===== src/rtl/apb_slave_pkg.sv =====
// Shared types and helpers for the APB4 completer with register bank:
// FSM state encoding, error-counter width and address decode.
package apb_slave_pkg;

  typedef enum logic [1:0] {
    ST_IDLE  = 2'd0,
    ST_SETUP = 2'd1,
    ST_WAIT  = 2'd2,
    ST_DONE  = 2'd3
  } apb_slave_state_t;

  localparam int ERR_CNT_W = 8;

  // Byte-offset bits inside one data word.
  function automatic int calc_ofs(input int data_w);
    return $clog2(data_w / 8);
  endfunction

  // Flags a misaligned or out-of-range byte address.
  function automatic logic addr_err(input logic [63:0] addr, input int addr_w,
                                    input int data_w, input int depth);
    int          ofs;
    logic [63:0] a;
    logic [63:0] ofs_mask;
    ofs = calc_ofs(data_w);
    if (addr_w >= 64) begin
      a = addr;
    end else begin
      a = addr & ((64'd1 << addr_w) - 64'd1);
    end
    ofs_mask = (64'd1 << ofs) - 64'd1;
    return ((a & ofs_mask) != 64'd0) || ((a >> ofs) >= 64'(depth));
  endfunction

endpackage


===== src/rtl/apb_slave_mem_if.sv =====
// APB4 bus bundle between a requester (master) and a completer (slave).
interface apb_slave_mem_if #(
  parameter int ADDR_WIDTH = 16,
  parameter int DATA_WIDTH = 32
);
  logic [ADDR_WIDTH-1:0]   paddr;
  logic                    pprot;
  logic                    psel;
  logic                    penable;
  logic                    pwrite;
  logic [DATA_WIDTH-1:0]   pwdata;
  logic [DATA_WIDTH/8-1:0] pstrb;
  logic                    pready;
  logic [DATA_WIDTH-1:0]   prdata;
  logic                    pslverr;

  modport master (
    output paddr, pprot, psel, penable, pwrite, pwdata, pstrb,
    input  pready, prdata, pslverr
  );

  modport slave (
    input  paddr, pprot, psel, penable, pwrite, pwdata, pstrb,
    output pready, prdata, pslverr
  );
endinterface


===== src/rtl/apb_slave_regbank.sv =====
// DEPTH x DATA_WIDTH word storage with a byte-strobed write port and a
// registered read port whose output can be cleared to zero.
module apb_slave_regbank #(
  parameter int DATA_WIDTH = 32,
  parameter int DEPTH      = 16
) (
  input  logic                       clk,
  input  logic                       reset,
  input  logic                       wr_en,
  input  logic [$clog2(DEPTH)-1:0]   idx,
  input  logic [DATA_WIDTH-1:0]      wr_data,
  input  logic [DATA_WIDTH/8-1:0]    wr_strb,
  input  logic                       rd_en,
  input  logic                       rd_clr,
  output logic [DATA_WIDTH-1:0]      rd_data
);
  localparam int STRB_W = DATA_WIDTH / 8;

  logic [DATA_WIDTH-1:0] mem_q [DEPTH];
  logic [DATA_WIDTH-1:0] mem_d [DEPTH];
  logic [DATA_WIDTH-1:0] rdata_q, rdata_d;

  // Next bank contents and next read register value.
  always_comb begin
    mem_d = mem_q;
    if (wr_en) begin
      for (int b = 0; b < STRB_W; b++) begin
        if (wr_strb[b]) begin
          mem_d[idx][8*b +: 8] = wr_data[8*b +: 8];
        end else begin
          mem_d[idx][8*b +: 8] = mem_q[idx][8*b +: 8];
        end
      end
    end else begin
      mem_d = mem_q;
    end

    if (rd_clr) begin
      rdata_d = '0;
    end else if (rd_en) begin
      rdata_d = mem_q[idx];
    end else begin
      rdata_d = rdata_q;
    end
  end

  // Bank and read register; reset wipes every word.
  always_ff @(posedge clk or posedge reset) begin
    if (reset) begin
      mem_q   <= '{default: '0};
      rdata_q <= '0;
    end else begin
      mem_q   <= mem_d;
      rdata_q <= rdata_d;
    end
  end

  assign rd_data = rdata_q;

endmodule


===== src/rtl/apb_slave_mem.sv =====
// APB4 completer: byte-strobed register bank, runtime wait states,
// error response and a saturating errored-transfer counter.
module apb_slave_mem
  import apb_slave_pkg::*;
#(
  parameter int ADDR_WIDTH = 16,
  parameter int DATA_WIDTH = 32,
  parameter int DEPTH      = 16
) (
  input  logic                 clk,
  input  logic                 reset,
  apb_slave_mem_if.slave       bus,
  input  logic [3:0]           wait_cfg,
  output logic [ERR_CNT_W-1:0] err_count
);
  localparam int STRB_W = DATA_WIDTH / 8;
  localparam int OFS    = calc_ofs(DATA_WIDTH);
  localparam int IDX_W  = $clog2(DEPTH);

  apb_slave_state_t      state_q, state_d;
  logic [IDX_W-1:0]      idx_q, idx_d;
  logic                  write_q, write_d;
  logic [DATA_WIDTH-1:0] wdata_q, wdata_d;
  logic [STRB_W-1:0]     strb_q, strb_d;
  logic                  err_q, err_d;
  logic [3:0]            cnt_q, cnt_d;
  logic                  pready_q, pready_d;
  logic                  pslverr_q, pslverr_d;
  logic [ERR_CNT_W-1:0]  err_count_q, err_count_d;

  logic                  enter_done_s;
  logic                  leave_s;
  logic                  wr_en_s;
  logic                  rd_en_s;
  logic                  rd_clr_s;
  logic [DATA_WIDTH-1:0] rdata_s;
  logic                  unused_pprot_s;

  assign unused_pprot_s = bus.pprot;

  // Transfer FSM: next state, latched request, wait counter and responses.
  always_comb begin
    state_d      = state_q;
    idx_d        = idx_q;
    write_d      = write_q;
    wdata_d      = wdata_q;
    strb_d       = strb_q;
    err_d        = err_q;
    cnt_d        = cnt_q;
    pready_d     = pready_q;
    pslverr_d    = pslverr_q;
    err_count_d  = err_count_q;
    enter_done_s = 1'b0;
    leave_s      = 1'b0;
    wr_en_s      = 1'b0;
    rd_en_s      = 1'b0;
    rd_clr_s     = 1'b0;

    case (state_q)
      ST_IDLE: begin
        if (bus.psel && !bus.penable) begin
          state_d = ST_SETUP;
          idx_d   = bus.paddr[OFS+IDX_W-1:OFS];
          write_d = bus.pwrite;
          wdata_d = bus.pwdata;
          strb_d  = bus.pstrb;
          err_d   = addr_err(64'(bus.paddr), ADDR_WIDTH, DATA_WIDTH, DEPTH);
          cnt_d   = wait_cfg;
        end else begin
          state_d = ST_IDLE;
        end
      end
      ST_SETUP: begin
        if (!bus.psel) begin
          leave_s = 1'b1;
        end else if (cnt_q == 4'd0) begin
          enter_done_s = 1'b1;
        end else begin
          state_d = ST_WAIT;
        end
      end
      ST_WAIT: begin
        if (!bus.psel) begin
          leave_s = 1'b1;
        end else if (cnt_q == 4'd1) begin
          enter_done_s = 1'b1;
        end else begin
          cnt_d = cnt_q - 4'd1;
        end
      end
      ST_DONE: begin
        if (!bus.psel) begin
          leave_s = 1'b1;
        end else if (bus.penable && pready_q) begin
          // Completing edge: commit good writes and count errored transfers.
          leave_s = 1'b1;
          wr_en_s = write_q && !err_q;
          if (pslverr_q && (err_count_q != {ERR_CNT_W{1'b1}})) begin
            err_count_d = err_count_q + ERR_CNT_W'(1);
          end else begin
            err_count_d = err_count_q;
          end
        end else begin
          state_d = ST_DONE;
        end
      end
      default: begin
        leave_s = 1'b1;
      end
    endcase

    // Good reads load the bank word on the same edge that raises pready.
    if (enter_done_s) begin
      state_d   = ST_DONE;
      pready_d  = 1'b1;
      pslverr_d = err_q;
      rd_en_s   = !write_q && !err_q;
      rd_clr_s  = write_q || err_q;
    end else if (leave_s) begin
      state_d   = ST_IDLE;
      pready_d  = 1'b0;
      pslverr_d = 1'b0;
      rd_clr_s  = 1'b1;
    end else begin
      rd_clr_s  = 1'b0;
    end
  end

  // State and output registers.
  always_ff @(posedge clk or posedge reset) begin
    if (reset) begin
      state_q     <= ST_IDLE;
      idx_q       <= '0;
      write_q     <= 1'b0;
      wdata_q     <= '0;
      strb_q      <= '0;
      err_q       <= 1'b0;
      cnt_q       <= 4'd0;
      pready_q    <= 1'b0;
      pslverr_q   <= 1'b0;
      err_count_q <= '0;
    end else begin
      state_q     <= state_d;
      idx_q       <= idx_d;
      write_q     <= write_d;
      wdata_q     <= wdata_d;
      strb_q      <= strb_d;
      err_q       <= err_d;
      cnt_q       <= cnt_d;
      pready_q    <= pready_d;
      pslverr_q   <= pslverr_d;
      err_count_q <= err_count_d;
    end
  end

  apb_slave_regbank #(
    .DATA_WIDTH(DATA_WIDTH),
    .DEPTH     (DEPTH)
  ) u_bank (
    .clk    (clk),
    .reset  (reset),
    .wr_en  (wr_en_s),
    .idx    (idx_q),
    .wr_data(wdata_q),
    .wr_strb(strb_q),
    .rd_en  (rd_en_s),
    .rd_clr (rd_clr_s),
    .rd_data(rdata_s)
  );

  assign bus.prdata  = rdata_s;
  assign bus.pready  = pready_q;
  assign bus.pslverr = pslverr_q;
  assign err_count   = err_count_q;

endmodule


===== src/flat_wrapper.sv =====
// flat-port wrapper written by rule: the top's interface ports become plain ports
module apb_slave_mem_flat import apb_slave_pkg::*;
#(
  parameter int ADDR_WIDTH = 16,
  parameter int DATA_WIDTH = 32,
  parameter int DEPTH      = 16
)
  (clk, reset, wait_cfg, err_count, bus_paddr, bus_pprot, bus_psel, bus_penable, bus_pwrite, bus_pwdata, bus_pstrb, bus_pready, bus_prdata, bus_pslverr);
  apb_slave_mem_if #(.ADDR_WIDTH(ADDR_WIDTH), .DATA_WIDTH(DATA_WIDTH)) bus_i ();
  input  logic clk;
  input  logic reset;
  input  logic [3:0] wait_cfg;
  output logic [ERR_CNT_W-1:0] err_count;
  input wire logic [$bits(bus_i.paddr)-1:0] bus_paddr;
  input wire logic [$bits(bus_i.pprot)-1:0] bus_pprot;
  input wire logic [$bits(bus_i.psel)-1:0] bus_psel;
  input wire logic [$bits(bus_i.penable)-1:0] bus_penable;
  input wire logic [$bits(bus_i.pwrite)-1:0] bus_pwrite;
  input wire logic [$bits(bus_i.pwdata)-1:0] bus_pwdata;
  input wire logic [$bits(bus_i.pstrb)-1:0] bus_pstrb;
  output wire logic [$bits(bus_i.pready)-1:0] bus_pready;
  output wire logic [$bits(bus_i.prdata)-1:0] bus_prdata;
  output wire logic [$bits(bus_i.pslverr)-1:0] bus_pslverr;
  assign bus_i.paddr = bus_paddr;
  assign bus_i.pprot = bus_pprot;
  assign bus_i.psel = bus_psel;
  assign bus_i.penable = bus_penable;
  assign bus_i.pwrite = bus_pwrite;
  assign bus_i.pwdata = bus_pwdata;
  assign bus_i.pstrb = bus_pstrb;
  assign bus_pready = bus_i.pready;
  assign bus_prdata = bus_i.prdata;
  assign bus_pslverr = bus_i.pslverr;
  apb_slave_mem #(.ADDR_WIDTH(ADDR_WIDTH), .DATA_WIDTH(DATA_WIDTH), .DEPTH(DEPTH)) u_core (.clk(clk), .reset(reset), .bus(bus_i), .wait_cfg(wait_cfg), .err_count(err_count));
endmodule

===== config.mk =====
export PLATFORM = sky130hd
export DESIGN_NAME = apb_slave_mem_flat
export DESIGN_NICKNAME = d
export VERILOG_FILES = /design/src/rtl/apb_slave_pkg.sv /design/src/rtl/apb_slave_mem_if.sv /design/src/rtl/apb_slave_regbank.sv /design/src/rtl/apb_slave_mem.sv /design/src/flat_wrapper.sv
export SDC_FILE = /design/constraint.sdc
export NUM_CORES = 1
export LEC_CHECK = 0
export CORE_ASPECT_RATIO = 0.5
export CORE_MARGIN = 5
export CORE_UTILIZATION = 33
export CTS_CLUSTER_DIAMETER = 80
export CTS_CLUSTER_SIZE = 12
export DETAILED_ROUTE_END_ITERATION = 8
export SYNTH_ARGS = -nofsm -noshare
export SYNTH_HDL_FRONTEND = slang
export SYNTH_SLANG_ARGS = --single-unit

===== constraint.sdc =====
create_clock -name clk -period 23.7 [get_ports clk]
set_input_delay 7.11 -clock clk [delete_from_list [all_inputs] [get_ports clk]]
set_output_delay 7.11 -clock clk [all_outputs]
set_load 0.03 [all_outputs]

-- Yosys cells after proc, flatten, opt, wreduce, memory -nomap -nowiden
Cells that the tools add are included.
- order comparisons: 3
- multiplexer cells: 60
- bitwise logic cells: 1
- reduce and logical (&&, ||, !) cells: 23
- equality and inequality tests: 12
- $add $sub $neg: 2
- operators by type and width (kind ; count):
    $bwmux W512 ; 8
    $mux W512 ; 7
    $demux W32 S4 ; 4
    $mux W32 ; 5
    $bmux W32 S4 ; 1
    $mux W64 ; 2
    $reduce_bool A64 Y1 ; 1
    $ge A62 B5 Y1 const B ; 1
    $mux W24 ; 1
    $mux W1 ; 17
    $mux W16 ; 1
    $ne A4 B2 Y1 const B ; 4
    $mux W2 ; 6
    $mux W4 ; 3
    $add A8 B1 Y8 const B ; 1
    $mux W8 ; 1
    $ne A8 B8 Y1 const B ; 1
    $pmux W4 S2 ; 1
    $reduce_and A4 Y1 ; 2
    $logic_and A1 B1 Y1 ; 6
    $pmux W2 S3 ; 1
    $reduce_bool A2 Y1 ; 3
    $ge A5 B5 Y1 const B ; 1
    $lt A5 B1 Y1 const B ; 1
    other kinds (16) ; 22
- bits of input ports: 62
- register bits after elaboration: 602
- word-level logic and storage cells: 128
- output and inout bits: 42

-- Longest topological paths before layout
Gate-level depths: netlist of run 1.
- depth in word-level cells: 16
- gate-level depth with buffers: 10
- mapped depth without buffers: 7

-- Hierarchy
From an unflattened synthesis of run 1, not the netlist that was laid out.
- cell total of the unflattened synthesis: 2594
- area total of the unflattened synthesis: 27520.1 um2
- modules (own cells, without submodules) (module ; area each (um2) ; instances ; cells each ; seq. area each (um2)):
    apb_slave_regbank ; 24933.9 ; 1 ; 2396 ; 13613.1
    apb_slave_mem ; 2586.2 ; 1 ; 198 ; 1451.4

-- Worst setup path after synthesis of run 1
Ideal clock, no wire load.
- kind: input port to flip-flop
- start point: in bus_psel
- end point: reg u_core.u_bank.mem_q[311] (netlist bit)
- path buffers: 4
- slack: 15.120 ns
- data required time: 23.565 ns
- library setup time: 0.135 ns
- cell stages on the path: 8
- arrival time: 8.445 ns
- path through: buf_4 -> nand3b_2 -> nor2_1 -> buf_2 -> and3_1 -> buf_4 -> clkbuf_1 -> a21oi_1
- word-level cells in the longest chain between the ends: 2
- ends and longest elaborated chain (element ; RTL line ; source):
    start: declaration ; flat_wrapper.sv:16 ; input wire logic [$bits(bus_i.psel)-1:0] bus_psel;
    $mux W1 ; apb_slave_mem.sv:92 ; if (!bus.psel) begin
    $mux W1 ; apb_slave_mem.sv:59 ; case (state_q)
    end signal: assignment ; apb_slave_regbank.sv:53 ; mem_q <= mem_d;
    end: declaration ; apb_slave_regbank.sv:19 ; logic [DATA_WIDTH-1:0] mem_q [DEPTH];
No other way between the ends.
A chain may end at the register's enable or synchronous reset.

-- Worst setup path in the final report of run 1
- start point: in bus_psel
- end point: reg u_core.u_bank.mem_q[183] (netlist bit)
Same word-level chain as after synthesis.

==> results of run 1 <==
-- worst max path at each step --
stage               startpoint                                     to  slack (ns)
floorplan                reset          u_core.bus.pready$_DFFE_PP0N_        8.38
global placement         reset  u_core.u_bank.rd_data[25]$_DFFE_PP0P_       12.95
detailed placement       reset  u_core.u_bank.rd_data[25]$_DFFE_PP0P_       12.88
CTS                      reset         u_core.wdata_q[28]$_DFFE_PP0P_       13.51
global route             reset   u_core.u_bank.mem_q[159]$_DFFE_PP0P_       13.04
finish                bus_psel   u_core.u_bank.mem_q[183]$_DFFE_PP0P_       13.61
-- critical path, cell delays in order --
cell             delay [ns]
clkdlybuf4s50_1        0.70
nand3b_2               0.34
nor2_1                 0.79
nand3_2                0.83
buf_4                  0.54
nand2_1                0.12
o21ai_0                0.09
-- cells by family after synthesis --
family                   Yosys count  synth area share [%]
AND/OR/NAND/NOR                  843                 12.76
flip-flops                       602                 52.68
adder cells (fa/ha/maj)            9                0.3938
multiplexers                     301                 10.74
buffers and inverters            219                 4.091
AO/OA/AOI/OAI                    854                 19.08
XOR/XNOR                           8                0.2450
-- sequential cells by signal, indices dropped and copies added, names as in the netlist, 2 cells and up --
register / count
u_core.strb_q: 4
u_core.wdata_q: 32
u_core.u_bank.mem_q: 512
u_core.err_count: 8
u_core.state_q: 2
u_core.idx_q: 4
u_core.u_bank.rd_data: 32
u_core.cnt_q: 4
-- placed cells by master (no fill, tap or decap), types with 33 or more instances in the layout --
| cell type | n |
|---|---|
| a21oi_1 | 433 |
| a22o_1 | 33 |
| a31oi_1 | 33 |
| buf_4 | 35 |
| clkbuf_16 | 56 |
| clkdlybuf4s50_1 | 102 |
| dfrtp_1 | 599 |
| mux2_2 | 42 |
| mux2i_1 | 258 |
| nand2_1 | 377 |
| nand2b_1 | 68 |
| nor2_1 | 315 |
| o21ai_0 | 167 |
| o21ai_1 | 48 |
-- power groups by stage --
stage	logic (W)	registers, W	clock network (W)
2_1_floorplan	0.00107	0.00115	0
3_3_place_gp	0.00143	0.00120	0
3_5_place_dp	0.00145	0.00120	0
4_1_cts	0.00145	0.00119	0.000816
5_1_grt	0.00156	0.00120	0.000857
6_report	0.00147	0.00119	0.000798
-- layout make-up --
| type | instances | area [um^2] | area share, % |
|---|---|---|---|
| well taps | 1170 | 1464 | 4.604 |
| flip-flops and latches | 602 | 15070 | 47.40 |
| clock inverters | 3 | 36.28 | 0.1141 |
| diodes | 2 | 5.005 | 0.01574 |
| multi-input cells | 2015 | 12450 | 39.14 |
| repair buffers | 139 | 1324 | 4.163 |
| inverters | 10 | 41.29 | 0.1298 |
| clock buffers | 58 | 1409 | 4.431 |
-- metrics by stage --
step	cell area [um^2]	worst slack, ns	total power (W)	hold slack [ns]	cells
finish	31800	13.61	0.003454	0.4777	3999
global route	31790	13.04	0.003617	0.4945	3997
CTS	31790	13.51	0.003454	0.4825	3997
detailed placement	30350	12.88	0.002653	0.4691	3936
global placement	30350	12.95	0.002633	0.4601	3936
floorplan	28600	8.379	0.002223	0.4492	2836
-- metal layers --
metal	track usage (%)	vias up	part of all wire, %	routed length, um
met3	2.711	88	6.1	4914
met2	27.35	499	45	36260
li1	-	9834	-	-
met4	4.046	0	2.0	1615
met1	25.09	10560	47	38230
met5	0	-	0	0
==> metrics.csv, run 1 <==
stage,metric,value,unit
critical_path,critical path capture point type,flip-flop,
logic_synthesis,Post-synth EDFFs,0,
sta,setup TNS,0,ns
logic_synthesis,count of cell types in the netlist,64,
final_layout,share of cells above drive strength 1,8.490,%
hold_path,end of the worst hold path,u_core.u_bank.mem_q[444]$_DFFE_PP0P_,
sta,Slew @ Worst Pin,1.194,ns
power_and_ir_drop,Power Dens Cells,108.6,nW/um^2
critical_path,flop2flop setup slack,19.06,ns
global_routing,largest net degree at the start of global routing,165,
floorplanning,Die Footprint,92990,um^2
power_and_ir_drop,Int Pwr,0.001994,W
floorplanning,Ports,104,
power_and_ir_drop,clock share of power,23.1,%
routing,DRC viols,0,
clock_tree,H-tree depth,2,
place,gpl congestion,0.7882,
power_and_ir_drop,NetSw,0.001460,W
hold_path,hold path start,u_core.u_bank.mem_q[444]$_DFFE_PP0P_,
final_layout,Syn-to-layout area delta,11.21,%
global_routing,first-pass GRT wire length,125.2,mm
logic_synthesis,ys async rst share,100.0,%
routing,wire length per cell,20.26,um
critical_path,worst reg2reg startpoint,u_core.idx_q[1]$_DFFE_PP0P_,
critical_path,Startpoint Class,input port,
logic_synthesis,sequential fraction of the synthesis area,52.68,%
logic_synthesis,top area cells in the synthesized netlist,"dfrtp_1 (53%), mux2i_1 (9.0%), a21oi_1 (7.6%), nand2_1 (5.0%), nor2_1 (4.1%)",
power_and_ir_drop,sw frac,42.26,%
run_status,outcome,"finished, final reports clean",
sta,Max Fclk,99.07,MHz
clock_tree,post-CTS sizing,0,
logic_synthesis,Synth top area share,52.68,%
final_layout,Fillers,8574,
routing,Routed WL,81.02,mm
sta,Final period util,42.59,%
logic_synthesis,synth cell count leaders,"dfrtp_1 (602), a21oi_1 (433), nand2_1 (378), nor2_1 (316), mux2i_1 (258)",
place,PortBufs,102,
routing,DRT iter0 DRCs,1837,
critical_path,Reg2Reg Depth,7,
power_and_ir_drop,sequential share of power,34.3,%
floorplanning,core area,85960,um^2
clock_tree,setup bufs post-CTS,0,
routing,routed via count,20990,
sta,final hold vios,0,
routing,drt first pass iters,5,
logic_synthesis,#FFs+latches synth,602,
floorplanning,Starting Density,33.26,%
sta,Max Slew Vio Count,0,
clock_tree,Worst-path clk slew,0.06,ns
floorplanning,die width,426.3,um
routing,post-route ant nets,0,
logic_synthesis,prevailing post-synth register cell,dfrtp_1,
logic_synthesis,Mapped Cells,2836,
clock_tree,Hold Buf Count CTS,0,
sta,Tmin final,10.09,ns
routing,Via density,5.248,
power_and_ir_drop,Lkg Pwr,14.55,nW
clock_tree,clock sink total,602,
floorplanning,row cnt,76,
power_and_ir_drop,Peak VDD IR,0.07671,mV
clock_tree,TritonCTS clock tree,yes,
final_layout,post-layout util,36.99,%
global_routing,initial antenna violation count,2,
hold_path,Hold Crit Class,reg -> reg,
logic_synthesis,synthesized cell area,28590,um^2
critical_path,"Req. time, crit path",24.15,ns
global_routing,grt ovf,0,
clock_tree,Worst-Skew Late Latency,0.62,ns
place,Post-DP HPWL,47.31,mm
sta,Clock Skew,0.02061,ns
global_routing,vias in the first global route,20520,
logic_synthesis,Synth Area per Inst,10.08,um^2
logic_synthesis,"area leader, netlist",dfrtp_1,
floorplanning,Die Y,218.1,um
critical_path,critical path peak fanout,36,
clock_tree,cts bufs inserted,56,
logic_synthesis,Yosys Warn Count,0,
logic_synthesis,syn nets,2907,
sta,max-slew headroom at the worst pin,20.25,%
sta,unrepaired setup endpoints after global routing,no,
power_and_ir_drop,logic gate share of total power,42.6,%
hold_path,hold path depth,2,
critical_path,critical path class,in -> reg,
job,max-cap viol count,0,
critical_path,CP Data Arrival Time,10.55,ns
logic_synthesis,most instantiated library cell after synthesis,dfrtp_1,
global_routing,all-layer global routing usage,17.32,%
sta,"Setup violations, final",0,
final_layout,Nets,2895,
critical_path,RR Endpoint,u_core.u_bank.mem_q[183]$_DFFE_PP0P_,
clock_tree,Clock Tree Buf Depth,3,
clock_tree,CTS root buf,clkbuf_16,
(Power assumes the default switching activity.)
==> run 2, diff against run 1 <==
Clock period 23.7 ns to 9 ns, I/O delays scaled along.
==> metrics.csv, run 2 (synthesis results as in run 1) <==
stage,metric,value,unit,change
power_and_ir_drop,Power Dens Cells,283.6,nW/um^2,was 108.6 nW/um^2
power_and_ir_drop,clock share of power,23.3,%,was 23.1%
power_and_ir_drop,sequential share of power,34.4,%,was 34.3%
place,Post-DP HPWL,46.94,mm,was 47.31 mm
clock_tree,Worst-Skew Late Latency,0.62,ns,about the same
global_routing,all-layer global routing usage,17.05,%,was 17.32%
clock_tree,Clock Tree Buf Depth,3,,unchanged
routing,Routed WL,80.11,mm,was 81.02 mm
final_layout,number of flip-flops in the largest register,512,,unchanged
sta,Max Fclk,171.6,MHz,
routing,wire length per cell,20.01,um,was 20.26 um
sta,Final period util,64.76,%,
run_status,outcome,"finished, final reports clean",,unchanged
clock_tree,CTS root buf,clkbuf_16,,unchanged
sta,Clock Skew,0.03424,ns,was 0.02061 ns
place,PortBufs,102,,unchanged
power_and_ir_drop,logic gate share of total power,42.3,%,was 42.6%
job,max-cap viol count,0,,unchanged
critical_path,CP Data Arrival Time,6.35,ns,was 10.55 ns
final_layout,"most common cell after layout, fill and taps aside",dfrtp_1,,unchanged
routing,drt first pass iters,6,,was 5
critical_path,critical path capture point type,flip-flop,,unchanged
sta,unrepaired setup endpoints after global routing,no,,unchanged
global_routing,largest net degree at the start of global routing,158,,was 165
critical_path,critical path class,in -> reg,,unchanged
global_routing,vias in the first global route,20760,,was 20520
floorplanning,die width,426.3,um,unchanged
global_routing,first-pass GRT wire length,124.1,mm,was 125.2 mm
final_layout,Reg with most FFs,u_core.u_bank.mem_q,,unchanged
power_and_ir_drop,sw frac,41.65,%,was 42.26%
floorplanning,Ports,104,,unchanged
sta,Fin Hold WS,0.4784,ns,was 0.4777 ns
routing,DRT iter0 DRCs,1743,,was 1837
routing,Via density,5.218,,was 5.248
floorplanning,Starting Density,33.26,%,unchanged
clock_tree,H-tree depth,2,,unchanged
final_layout,share of cells above drive strength 1,8.616,%,was 8.490%
routing,DRC viols,0,,unchanged
routing,post-route ant nets,0,,unchanged
global_routing,initial antenna violation count,2,,unchanged
power_and_ir_drop,Peak VDD IR,0.1918,mV,was 0.07671 mV
final_layout,Syn-to-layout area delta,11.44,%,was 11.21%
hold_path,Hold Crit Class,reg -> reg,,unchanged
clock_tree,TritonCTS clock tree,yes,,unchanged
critical_path,critical path peak fanout,43,,was 36
floorplanning,core area,85960,um^2,unchanged
sta,"Setup violations, final",0,,unchanged
clock_tree,setup bufs post-CTS,0,,unchanged
critical_path,"Req. time, crit path",9.53,ns,was 24.15 ns
place,gpl congestion,0.7769,,was 0.7882
clock_tree,cts bufs inserted,56,,unchanged
sta,Slew @ Worst Pin,1.181,ns,was 1.194 ns
power_and_ir_drop,Lkg Pwr,14.59,nW,was 14.55 nW
floorplanning,row cnt,76,,unchanged
final_layout,post-layout util,37.07,%,was 36.99%
sta,Tmin final,5.828,ns,
sta,max-slew headroom at the worst pin,20.99,%,was 20.25%
clock_tree,Hold Buf Count CTS,0,,unchanged
floorplanning,Die Y,218.1,um,unchanged
critical_path,flop2flop setup slack,4.22,ns,was 19.06 ns
final_layout,Nets,2898,,was 2895
critical_path,Startpoint Class,input port,,unchanged
sta,final hold vios,0,,unchanged
clock_tree,Worst-path clk slew,0.06,ns,about the same
clock_tree,post-CTS sizing,0,,unchanged
floorplanning,Die Footprint,92990,um^2,unchanged
power_and_ir_drop,Int Pwr,0.005273,W,was 0.001994 W
clock_tree,clock sink total,602,,unchanged
sta,Max Slew Vio Count,0,,unchanged
power_and_ir_drop,NetSw,0.003765,W,was 0.001460 W
final_layout,"commonest non-fill, non-tap cells in the layout","dfrtp_1 (599), a21oi_1 (433), nand2_1 (377)",,unchanged
routing,routed via count,20890,,was 20990
global_routing,grt ovf,0,,unchanged
run 2: cell count changes in the layout (fill, tap and decap cells not counted):
cell	previous run	this run
buf_12	2	4
buf_4	35	36
clkbuf_1	2	3
clkbuf_16	56	57
clkinv_8	1	0
diode_2	2	1
inv_6	1	2
run 2: path summary, 6_finish.rpt:
check	from	end	cells past startpoint
worst max register to register	u_core.idx_q[0]$_DFFE_PP0P_	u_core.u_bank.mem_q[83]$_DFFE_PP0P_	7
worst max-delay path	bus_psel	u_core.u_bank.mem_q[45]$_DFFE_PP0P_	7
worst min-delay path	u_core.u_bank.mem_q[432]$_DFFE_PP0P_	u_core.u_bank.mem_q[432]$_DFFE_PP0P_	2
max in group asynchronous	reset	u_core.err_count[4]$_DFFE_PP0P_	4
worst min register to register	u_core.u_bank.mem_q[432]$_DFFE_PP0P_	u_core.u_bank.mem_q[432]$_DFFE_PP0P_	2
min in group asynchronous	reset	u_core.u_bank.mem_q[84]$_DFFE_PP0P_	3
run 2: cell type report:
type / instances / area, um^2
clock buffers: 60 / 1438
inverters: 10 / 41.29
flip-flops and latches: 602 / 15070
diodes: 1 / 2.502
fillers: 8520 / 54100
clock inverters: 3 / 28.78
multi-input cells: 2015 / 12450
well taps: 1170 / 1464
repair buffers: 142 / 1371
run 2: per-layer routing:
layer	vias up	global-route usage (%)	part of all wire (%)
met5	-	0	0.016
met4	2	5.072	2.9
met3	137	2.989	5.5
met2	502	27.41	46
met1	10410	23.67	46
li1	9840	-	-
run 2: worst max-delay path, stage by stage:
cell,delay [ns]
clkdlybuf4s50_1,0.73
nand3b_2,0.35
nor2_1,0.78
and4_2,1.09
buf_4,0.46
nor2_1,0.07
a21oi_1,0.14
run 2: metrics by stage:
stage / total power [W] / area, um^2 / std cells / TNS, ns / setup WS, ns
2_1_floorplan: 0.005855 / 28600 / 2836 / -1150.54 / -1.911
3_3_place_gp: 0.006882 / 30400 / 3939 / 0 / 2.642
3_5_place_dp: 0.006939 / 30400 / 3939 / 0 / 2.556
4_1_cts: 0.009054 / 31860 / 4002 / 0 / 3.198
5_1_grt: 0.009462 / 31860 / 4002 / 0 / 2.944
6_report: 0.009038 / 31860 / 4003 / 0 / 3.172
run 2: power by group through the flow:
stage / registers [W] / logic [W] / clock network, W
final: 0.00311 / 0.00382 / 0.00211
after global routing: 0.00314 / 0.00407 / 0.00226
after floorplan: 0.00303 / 0.00282 / 0
after detailed placement: 0.00316 / 0.00378 / 0
after global placement: 0.00315 / 0.00373 / 0
after CTS: 0.00311 / 0.00379 / 0.00216
==> run 3, diff against run 2 <==
Clock period 9 ns to 5 ns, I/O delays scaled along.
==> metrics.csv, run 3 (synthesis results as in run 1) <==
stage,metric,value,unit,change
run_status,outcome,"finished, final reports clean",,unchanged
critical_path,critical path class,in -> reg,,unchanged
clock_tree,Worst-path clk slew,0.06,ns,about the same
sta,Max Fclk,257.2,MHz,
global_routing,grt ovf,0,,unchanged
critical_path,CP Capture Point,u_core.u_bank.mem_q[186]$_DFFE_PP0P_,,was u_core.u_bank.mem_q[45]$_DFFE_PP0P_
final_layout,number of flip-flops in the largest register,512,,unchanged
power_and_ir_drop,clock share of power,22.7,%,was 23.3%
place,Post-DP HPWL,48.95,mm,was 46.94 mm
global_routing,initial antenna violation count,1,,was 2
clock_tree,H-tree depth,2,,unchanged
routing,post-route ant nets,0,,unchanged
clock_tree,setup bufs post-CTS,0,,unchanged
critical_path,CP Data Arrival Time,4.34,ns,was 6.35 ns
floorplanning,row cnt,76,,unchanged
floorplanning,die width,426.3,um,unchanged
critical_path,Startpoint Class,input port,,unchanged
critical_path,cells along the critical path,"clkdlybuf4s50_1, nand3b_2, nor2_1, nand3_2, buf_4, nand2_1, o21ai_0",,"was clkdlybuf4s50_1, nand3b_2, nor2_1, and4_2, buf_4, nor2_1, a21oi_1"
final_layout,Nets,2912,,was 2898
critical_path,Worst Setup SP,bus_psel,,unchanged
floorplanning,core area,85960,um^2,unchanged
clock_tree,Worst-Skew Late Latency,0.61,ns,was 0.62 ns
place,DP Worst Slack,0.4859,ns,was 2.556 ns
critical_path,slowest CP cell,clkdlybuf4s50_1,,was and4_2
final_layout,share of cells above drive strength 1,8.973,%,was 8.616%
global_routing,largest net degree at the start of global routing,124,,was 158
job,max-cap viol count,0,,unchanged
global_routing,all-layer global routing usage,17.39,%,was 17.05%
sta,final hold vios,0,,unchanged
clock_tree,clock sink total,602,,unchanged
global_routing,first-pass GRT wire length,125.4,mm,was 124.1 mm
sta,Max Slew Vio Count,0,,unchanged
critical_path,flop2flop setup slack,1.41,ns,was 4.22 ns
place,PortBufs,102,,unchanged
place,gpl congestion,0.7975,,was 0.7769
final_layout,post-layout util,37.40,%,was 37.07%
critical_path,Reg2Reg Depth,6,,was 7
sta,unrepaired setup endpoints after global routing,no,,unchanged
clock_tree,post-CTS sizing,0,,unchanged
final_layout,Syn-to-layout area delta,12.43,%,was 11.44%
routing,drt first pass iters,5,,was 6
sta,Final period util,77.76,%,
routing,DRC viols,0,,unchanged
sta,Final WS setup,1.112,ns,was 3.172 ns
final_layout,"commonest non-fill, non-tap cells in the layout","dfrtp_1 (599), a21oi_1 (433), nand2_1 (377)",,unchanged
routing,DRT iter0 DRCs,1976,,was 1743
hold_path,Hold Crit Class,reg -> reg,,unchanged
power_and_ir_drop,sw frac,42.47,%,was 41.65%
power_and_ir_drop,Lkg Pwr,14.70,nW,was 14.59 nW
critical_path,"Req. time, crit path",5.45,ns,was 9.53 ns
final_layout,Final Non-Filler Cells,4015,,was 4003
critical_path,RR Endpoint,u_core.u_bank.mem_q[39]$_DFFE_PP0P_,,was u_core.u_bank.mem_q[83]$_DFFE_PP0P_
floorplanning,Ports,104,,unchanged
clock_tree,TritonCTS clock tree,yes,,unchanged
floorplanning,Starting Density,33.26,%,unchanged
sta,Tmin final,3.888,ns,
routing,Routed WL,81.76,mm,was 80.11 mm
place,Post-DP Area,30700,um^2,was 30400 um^2
clock_tree,Clock Tree Buf Depth,3,,unchanged
power_and_ir_drop,Int Pwr,0.009521,W,was 0.005273 W
floorplanning,Die Footprint,92990,um^2,unchanged
critical_path,critical path capture point type,flip-flop,,unchanged
final_layout,"most common cell after layout, fill and taps aside",dfrtp_1,,unchanged
routing,routed via count,21030,,was 20890
power_and_ir_drop,Power Dens Cells,514.8,nW/um^2,was 283.6 nW/um^2
routing,Via density,5.237,,was 5.218
routing,wire length per cell,20.36,um,was 20.01 um
power_and_ir_drop,sequential share of power,33.7,%,was 34.4%
critical_path,worst reg2reg startpoint,u_core.idx_q[3]$_DFFE_PP0P_,,was u_core.idx_q[0]$_DFFE_PP0P_
power_and_ir_drop,Peak VDD IR,0.3554,mV,was 0.1918 mV
power_and_ir_drop,logic gate share of total power,43.6,%,was 42.3%
final_layout,Finished Cell Area,32150,um^2,was 31860 um^2
clock_tree,CTS root buf,clkbuf_16,,unchanged
sta,max-slew headroom at the worst pin,11.45,%,was 20.99%
critical_path,critical path peak fanout,54,,was 43
sta,Clock Skew,0.02816,ns,was 0.03424 ns
power_and_ir_drop,NetSw,0.007029,W,was 0.003765 W
clock_tree,cts bufs inserted,56,,unchanged
place,placed cells,3953,,was 3939
global_routing,vias in the first global route,20460,,was 20760
sta,Slew @ Worst Pin,1.323,ns,was 1.181 ns
floorplanning,Die Y,218.1,um,unchanged
sta,"Setup violations, final",0,,unchanged
critical_path,Slowest Stage Delay on Critical Path,0.72,ns,was 1.09 ns
final_layout,Reg with most FFs,u_core.u_bank.mem_q,,unchanged
clock_tree,Hold Buf Count CTS,0,,unchanged
## run 3: changes by cell type in the layout (fill, tap and decap cells not counted), sizes merged
cell / change
clkbuf: -2
inv: -2
diode: +2
buf: +14
## run 3: through the flow
| step | total power [W] | hold WS, ns | TNS, ns |
|---|---|---|---|
| after detailed placement | 0.01276 | 0.4695 | 0 |
| after global routing | 0.01733 | 0.4979 | 0 |
| after global placement | 0.01268 | 0.4608 | 0 |
| after floorplan | 0.01054 | 0.4492 | -2836.14 |
| after CTS | 0.01655 | 0.4833 | 0 |
| final | 0.01655 | 0.4760 | 0 |
## run 3: power by group through the flow
stage / Sequential (W) / Clock (W) / Combinational [W]
after floorplan: 0.00546 / 0 / 0.00508
after global placement: 0.00566 / 0 / 0.00702
after detailed placement: 0.00567 / 0 / 0.00709
after CTS: 0.00558 / 0.00386 / 0.00711
after global routing: 0.00562 / 0.00405 / 0.00767
final: 0.00558 / 0.00376 / 0.00721
## run 3: area by class of cell
cell class	count	area, um^2
antenna	3	7.507
multi-input combinational	2015	12440
timing repair buffer	156	1677
inverter	10	41.29
clock buffer	58	1430
sequential	602	15070
tap	1170	1464
clock inverter	1	11.26
fill	8450	53810
## run 3: worst min-delay path by stage
stage,slack [ns],depth (start not counted),endpoint,from
after CTS,0.48,2,u_core.u_bank.mem_q[200]$_DFFE_PP0P_,u_core.u_bank.mem_q[200]$_DFFE_PP0P_
after detailed placement,0.47,2,u_core.u_bank.mem_q[495]$_DFFE_PP0P_,u_core.u_bank.mem_q[495]$_DFFE_PP0P_
after floorplan,0.45,2,u_core.u_bank.mem_q[192]$_DFFE_PP0P_,u_core.u_bank.mem_q[192]$_DFFE_PP0P_
final,0.48,2,u_core.u_bank.mem_q[495]$_DFFE_PP0P_,u_core.u_bank.mem_q[495]$_DFFE_PP0P_
after global placement,0.46,2,u_core.u_bank.mem_q[490]$_DFFE_PP0P_,u_core.u_bank.mem_q[490]$_DFFE_PP0P_
after global routing,0.50,2,u_core.u_bank.mem_q[171]$_DFFE_PP0P_,u_core.u_bank.mem_q[171]$_DFFE_PP0P_
## run 3: layer usage
metal / routed length [um] / share of wire, % / track usage [%] / vias up
li1: - / - / - / 9879
met1: 38830 / 47 / 25.71 / 10450
met2: 36280 / 44 / 26.67 / 590
met3: 5114 / 6.3 / 2.975 / 112
met4: 1540 / 1.9 / 3.956 / 0
met5: 0 / 0 / 0 / -
## run 3: worst max-delay path: cells and delay by family
kind                   cells  cell delay, ns
buffers and inverters      2            1.16
and+or+nand+nor            4            1.55
AOI/OAI and AO/OA          1            0.09
==> variant 1, RTL diff (flow settings as in run 2) <==
`ADDR_WIDTH` is set to 16 in 3 places; all go to 15.
--- a/src/rtl/apb_slave_mem_if.sv
+++ b/src/rtl/apb_slave_mem_if.sv
@@ -1,6 +1,6 @@
 // APB4 bus bundle between a requester (master) and a completer (slave).
 interface apb_slave_mem_if #(
-  parameter int ADDR_WIDTH = 16,
+  parameter int ADDR_WIDTH = 15,
   parameter int DATA_WIDTH = 32
 );
   logic [ADDR_WIDTH-1:0]   paddr;
--- a/src/rtl/apb_slave_mem.sv
+++ b/src/rtl/apb_slave_mem.sv
@@ -3,7 +3,7 @@
 module apb_slave_mem
   import apb_slave_pkg::*;
 #(
-  parameter int ADDR_WIDTH = 16,
+  parameter int ADDR_WIDTH = 15,
   parameter int DATA_WIDTH = 32,
   parameter int DEPTH      = 16
 ) (
--- a/src/flat_wrapper.sv
+++ b/src/flat_wrapper.sv
@@ -1,7 +1,7 @@
 // flat-port wrapper written by rule: the top's interface ports become plain ports
 module apb_slave_mem_flat import apb_slave_pkg::*;
 #(
-  parameter int ADDR_WIDTH = 16,
+  parameter int ADDR_WIDTH = 15,
   parameter int DATA_WIDTH = 32,
   parameter int DEPTH      = 16
 )
Interface: changed (resized bus_paddr); port bits go from 104 to 103. The function was not compared with the original's and may differ.
==> variant 1 against run 2 <==
- sequential cell count did not move
- setup slack better by 0.40 ns
- hold slack got worse by 0.00097 ns
- final area decreased by 0.66%
- core utilization fell by 0.12 points
- total power is 0.71% lower
- clock skew fell by 0.0090 ns
- fmax up 7.3%
- area after synthesis down 0.75%
- cell count is 0.17% lower
- routed wire length is 0.20% higher
==> variant 1: results (changes against run 2) <==
stage,metric,value,unit,change
placed_design,gp_congestion,0.785,,+0.98%
grt,grt_max_degree,156,,-1.3%
drt,viasPerCell,5.20,,-0.38%
worst_setup_path,arrival,5.96,ns,-0.39 ns
final_layout,layout-drive-gt1-share,9.24,%,+0.63 points
placed_design,place_hpwl,46700,µm,-0.53%
clock_network,root_buffer,clkbuf_16,,
power,ir_drop,0.219,mV,+14%
worst_setup_path,crit-reg2reg-launch,u_core.idx_q[1]$_DFFE_PP0P_,,
yosys,synth_nets,2905,,-0.069%
yosys,netlist_top_cells_count,"dfrtp_1 (602), nand2_1 (394), a21oi_1 (391), nor2_1 (302), mux2i_1 (258)",,
clock_network,clkSlewWorstSetupHoldPaths,0.06,ns,about the same
drt,dr.first_iter.drc_count,1789,,+2.6%
drt,first_pass_iters,5,,-1
sta,fin_skew,0.0253,ns,-0.00898 ns
worst_setup_path,crit_path_max_fanout,42,,-2.3%
drt,routed_wl,80300,µm,+0.20%
sta,fin_crit,5.43,ns,-0.397 ns
yosys,synth_async_sr_flop_share,100,%,unchanged
run_status,outcome,"complete, no violations",,
yosys,yosys-top-cells-area,"dfrtp_1 (53%), mux2i_1 (9.1%), a21oi_1 (6.9%)",,
min_path,hold_class,flop to flop,,
worst_setup_path,cp_slowest_cell,nor3_4,,
placed_design,dpl.cell_count,3934,,-0.13%
placed_design,postPlaceCellArea,30200,µm²,-0.63%
clock_network,cts_resized,0,,unchanged
sta,tightest_slew,1.16,ns,-0.0169 ns
clock_network,cts_buffers,56,,unchanged
yosys,yosysWarnings,0,,unchanged
final_layout,multiInputGateArea,12300,µm²,-1.4%
worst_setup_path,rrSetupSlack,4.68,ns,+0.46 ns
yosys,synthFlopType,dfrtp_1,,
clock_network,clock_path_buffers,3,,unchanged
grt,antenna_found_initial,10,,+8
grt,grt_pass1_wl,124000,µm,about the same
final_layout,fin_nets,2892,,-0.21%
grt,first_global_vias,20400,,-1.5%
worst_setup_path,r2r_end,u_core.u_bank.mem_q[284]$_DFFE_PP0P_,,
worst_setup_path,crit_family,simple AND/OR/NAND/NOR gates,,
clock_network,htreeDepth,2,,unchanged
sta,holdWs,0.477,ns,-0.000973 ns
power,p_leak,14.3,nW,-2.1%
placed_design,portBuffers,101,,-0.98%
clock_network,postCtsSetupBuffers,0,,unchanged
min_path,worstHoldStart,u_core.u_bank.mem_q[163]$_DFFE_PP0P_,,
yosys,ys_types,57,,-11%
grt,grt_util_all_layers,17.3,%,+0.27 points
placed_design,pre_cts_slack,2.92,ns,+0.368 ns
worst_setup_path,critPathMaxStageDelay,0.94,ns,-0.15 ns
yosys,synth.avg_cell_area,10.0,µm²,-0.71%
final_layout,n_fill_cell,8497,,-0.27%
final_layout,instances_no_fill,3996,,-0.17%
yosys,yosysSeqAreaShare,53.1,%,+0.40 points
final_layout,largest_register_ffs,512,,unchanged
clock_network,clk_latency,0.61,ns,
worst_setup_path,worst_r2r_path_depth,6,,-1
min_path,holdPathEnd,u_core.u_bank.mem_q[163]$_DFFE_PP0P_,,
min_path,hold_depth,2,,unchanged
-- variant 1: cell types whose count changed after synthesis, moves of 5 or more --
cell	delta
nor2_1	-14
a21boi_4	-29
buf_1	-5
buf_6	-16
clkbuf_1	+8
a21oi_2	+27
nor3_4	+6
o21ai_0	+32
a21oi_1	-42
o21ai_1	-16
nand2_1	+16
a21boi_2	+29
buf_2	+13
-- variant 1: worst register-to-register path, delay by kind of cell, from the launching register on --
kind	cells	cell delay, ns
buffers and inverters	1	0.66
AO/OA/AOI/OAI	4	1.59
flip-flops	1	0.87
AND/OR/NAND/NOR	1	1.04
-- variant 1: kinds of logic after synthesis --
kind of cell	after synthesis	share of synthesized area (%)
compound gates	854	18.8
xor+xnor	8	0.247
fa+ha+maj	9	0.397
buf+inv	219	3.81
flops	602	53.1
mux	301	10.8
simple gates	842	12.8
-- variant 1: worst max-delay path by stage --
stage             start                                  end
2_1_floorplan     reset        u_core.bus.pready$_DFFE_PP0N_
3_3_place_gp   bus_psel  u_core.u_bank.mem_q[71]$_DFFE_PP0P_
3_5_place_dp   bus_psel  u_core.u_bank.mem_q[95]$_DFFE_PP0P_
4_1_cts        bus_psel  u_core.u_bank.mem_q[93]$_DFFE_PP0P_
5_1_grt        bus_psel  u_core.u_bank.mem_q[69]$_DFFE_PP0P_
6_report       bus_psel  u_core.u_bank.mem_q[93]$_DFFE_PP0P_
-- variant 1: metal layers --
| layer | vias up | track usage (%) | routed length [µm] |
|---|---|---|---|
| li1 | 9804 | - | - |
| met1 | 10400 | 25.3 | 38100 |
| met2 | 512 | 27.1 | 35600 |
| met3 | 91 | 2.76 | 5080 |
| met4 | 2 | 4.03 | 1410 |
| met5 | - | 0 | 20 |
-- variant 1: final cells by class --
| cell class | instances | area share (%) |
|---|---|---|
| antenna | 2 | 0.0158 |
| sequential | 602 | 47.6 |
| timing repair buffer | 138 | 4.27 |
| tap | 1170 | 4.62 |
| multi-input combinational | 2014 | 38.8 |
| clock buffer | 59 | 4.53 |
| inverter | 10 | 0.130 |
| clock inverter | 1 | 0.0356 |
-- variant 1: where the power goes --
part	internal (mW)	switching, mW
logic	1.17	2.60
clock network	1.11	0.977
registers	2.86	0.258
==> variant 2, RTL diff (settings of run 2) <==
Without the edit above. Make the reset (`reset`) synchronous in 2 clocked blocks.
--- a/src/rtl/apb_slave_regbank.sv
+++ b/src/rtl/apb_slave_regbank.sv
@@ -45,7 +45,7 @@
   end
 
   // Bank and read register; reset wipes every word.
-  always_ff @(posedge clk or posedge reset) begin
+  always_ff @(posedge clk) begin
     if (reset) begin
       mem_q   <= '{default: '0};
       rdata_q <= '0;
--- a/src/rtl/apb_slave_mem.sv
+++ b/src/rtl/apb_slave_mem.sv
@@ -127,7 +127,7 @@
   end
 
   // State and output registers.
-  always_ff @(posedge clk or posedge reset) begin
+  always_ff @(posedge clk) begin
     if (reset) begin
       state_q     <= ST_IDLE;
       idx_q       <= '0;
Check against the original RTL: not settled (the Yosys comparison gave no result); the edit may change what the design does.
==> variant 2 against run 2 <==
- register-to-register slack improved by 0.81 ns
- hold slack got worse by 0.025 ns
- final area decreased by 9.4%
- synthesized cell count decreased by 3.7%
- cell count decreased by 7.1%
- area after synthesis decreased by 9.4%
- non-clock buffer count increased by 3
- via count decreased by 3.3%
- routed wire length decreased by 8.6%
- sequential cell count unchanged
- setup slack improved by 0.34 ns
Power is not compared: it rests on default switching activity, and its combinational part moved more than twofold at a synthesized area within 25%.
==> variant 2: results (changes against run 2) <==
stage,metric,value,unit,change
yosys,yosys-top-cells-area,"dfxtp_1 (47%), a211oi_1 (14%), mux2i_1 (10%)",,
worst_setup_path,worst_r2r_path_depth,6,,-1
final_layout,layout-drive-gt1-share,8.17,%,-0.44 points
final_layout,largest_register_ffs,512,,unchanged
yosys,yosysSeqAreaShare,46.5,%,-6.2 points
clock_network,clk_latency,0.62,ns,about the same
sta,fin_skew,0.0195,ns,-0.0147 ns
grt,grt-ovfl-total,0,,unchanged
worst_setup_path,rrSetupSlack,5.03,ns,+0.81 ns
yosys,netlist_top_cells_count,"dfxtp_1 (602), nor2_1 (536), a211oi_1 (498), mux2i_1 (258), clkbuf_1 (171)",,
final_layout,fin_nets,2748,,-5.2%
grt,grt_util_all_layers,16.6,%,-0.41 points
clock_network,root_buffer,clkbuf_16,,
drt,routed_wl,73200,µm,-8.6%
clock_network,clock_path_buffers,3,,unchanged
min_path,hold_class,flop to flop,,
worst_setup_path,critPathMaxStageDelay,0.93,ns,-0.16 ns
power,p_leak,8.48,nW,
grt,antenna_found_initial,1,,-1
worst_setup_path,crit_end,u_core.u_bank.mem_q[296]$_SDFFE_PP0P_,,
clock_network,postCtsSetupBuffers,0,,unchanged
run_status,outcome,"complete, no violations",,
sta,slew_headroom,20.4,%,-0.56 points
clock_network,cts_buffers,56,,unchanged
worst_setup_path,r2r_end,u_core.u_bank.mem_q[96]$_SDFFE_PP0P_,,
clock_network,clkSlewWorstSetupHoldPaths,0.06,ns,about the same
grt,grt_max_degree,201,,+27%
final_layout,top_register,u_core.u_bank.mem_q,,
worst_setup_path,cp-startpoint,bus_psel,,
drt,first_pass_iters,5,,-1
placed_design,place_hpwl,42300,µm,-9.8%
worst_setup_path,crit-reg2reg-launch,u_core.idx_q[1]$_SDFFE_PP0P_,,
grt,grt_pass1_wl,113000,µm,-8.7%
drt,viasPerCell,5.43,,+4.1%
clock_network,cts_resized,0,,unchanged
power,p_switching,1.63,mW,
worst_setup_path,crit_path_max_fanout,46,,+7.0%
yosys,yosysWarnings,0,,unchanged
placed_design,gp_congestion,0.787,,+1.3%
yosys,ys_types,63,,-1.6%
placed_design,portBuffers,102,,unchanged
clock_network,htreeDepth,2,,unchanged
grt,first_global_vias,18900,,-8.7%
drt,dr.first_iter.drc_count,1440,,-17%
final_layout,n_fill_cell,7675,,-9.9%
yosys,synth_async_sr_flop_share,0,%,-100 points
power,ir_drop,0.166,mV,
yosys,synth_nets,2801,,-3.6%
worst_setup_path,cp_slowest_cell,nor3_4,,
[variant 2: changes by cell type in the layout (fill, tap and decap cells not counted), sizes merged, moves of 33 or more]
| cell | change |
|---|---|
| nand2 | -255 |
| dfrtp | -602 |
| o21ai | -181 |
| a32oi | +33 |
| nor2 | +223 |
| mux2 | -41 |
| dfxtp | +602 |
| nand2b | -61 |
| a21oi | -385 |
| a211oi | +516 |
| nor3 | +35 |
[variant 2: worst min path at each step]
stage                                                 startpoint  cells after the start  slack (ns)                                      to
final                     u_core.u_bank.rd_data[14]$_SDFFE_PP0P_                      2        0.45  u_core.u_bank.rd_data[14]$_SDFFE_PP0P_
after global routing             u_core.wdata_q[15]$_SDFFE_PP0P_                      2        0.48         u_core.wdata_q[15]$_SDFFE_PP0P_
after CTS                 u_core.u_bank.rd_data[14]$_SDFFE_PP0P_                      2        0.46  u_core.u_bank.rd_data[14]$_SDFFE_PP0P_
after detailed placement  u_core.u_bank.rd_data[24]$_SDFFE_PP0P_                      2        0.45  u_core.u_bank.rd_data[24]$_SDFFE_PP0P_
after global placement    u_core.u_bank.rd_data[30]$_SDFFE_PP0P_                      1        0.44  u_core.u_bank.rd_data[30]$_SDFFE_PP0P_
after floorplan                  u_core.wdata_q[30]$_SDFFE_PP0P_                      2        0.44         u_core.wdata_q[30]$_SDFFE_PP0P_
[variant 2: metal layers]
layer	vias up	part of all wire, %	GRT usage (%)
li1	9907	-	-
met1	9776	49	23.9
met2	413	44	26.2
met3	93	4.6	2.60
met4	0	2.0	4.04
met5	-	0	0
[variant 2: cell families after synthesis]
family | Yosys count | share of synthesized area [%]
buffers and inverters | 266 | 4.93
adders and majority gates | 9 | 0.435
AOI/OAI and AO/OA | 834 | 25.6
and+or+nand+nor | 753 | 12.3
DFF | 602 | 46.5
muxes | 260 | 10.1
xor gates and xnor gates | 6 | 0.203
[variant 2: through the flow]
stage	instance area [µm²]	cells	worst slack [ns]
5_1_grt	28900	3717	3.28
3_3_place_gp	27400	3655	2.90
6_report	28900	3717	3.51
3_5_place_dp	27400	3655	2.88
2_1_floorplan	25900	2730	4.88
4_1_cts	28900	3716	3.53
[variant 2: layout make-up]
class                   instances  area [µm²]  share of cell area [%]
multi-input cells            1862       12600                    43.8
clock inverters                 3        28.8                  0.0997
repair buffers                145        1370                    4.76
inverters                      10        37.5                   0.130
clock buffers                  58        1430                    4.95
flip-flops and latches        602       12100                    41.8
well taps                    1036        1300                    4.49
diodes                          1        2.50                 0.00867
[variant 2: power by group through the flow]
stage	clock network, mW	logic [mW]	registers, mW
after floorplan	0	0.646	2.79
after global placement	0	0.895	2.80
after detailed placement	0	0.899	2.80
after CTS	2.14	0.901	2.74
after global routing	2.24	0.970	2.74
final	2.09	0.909	2.74
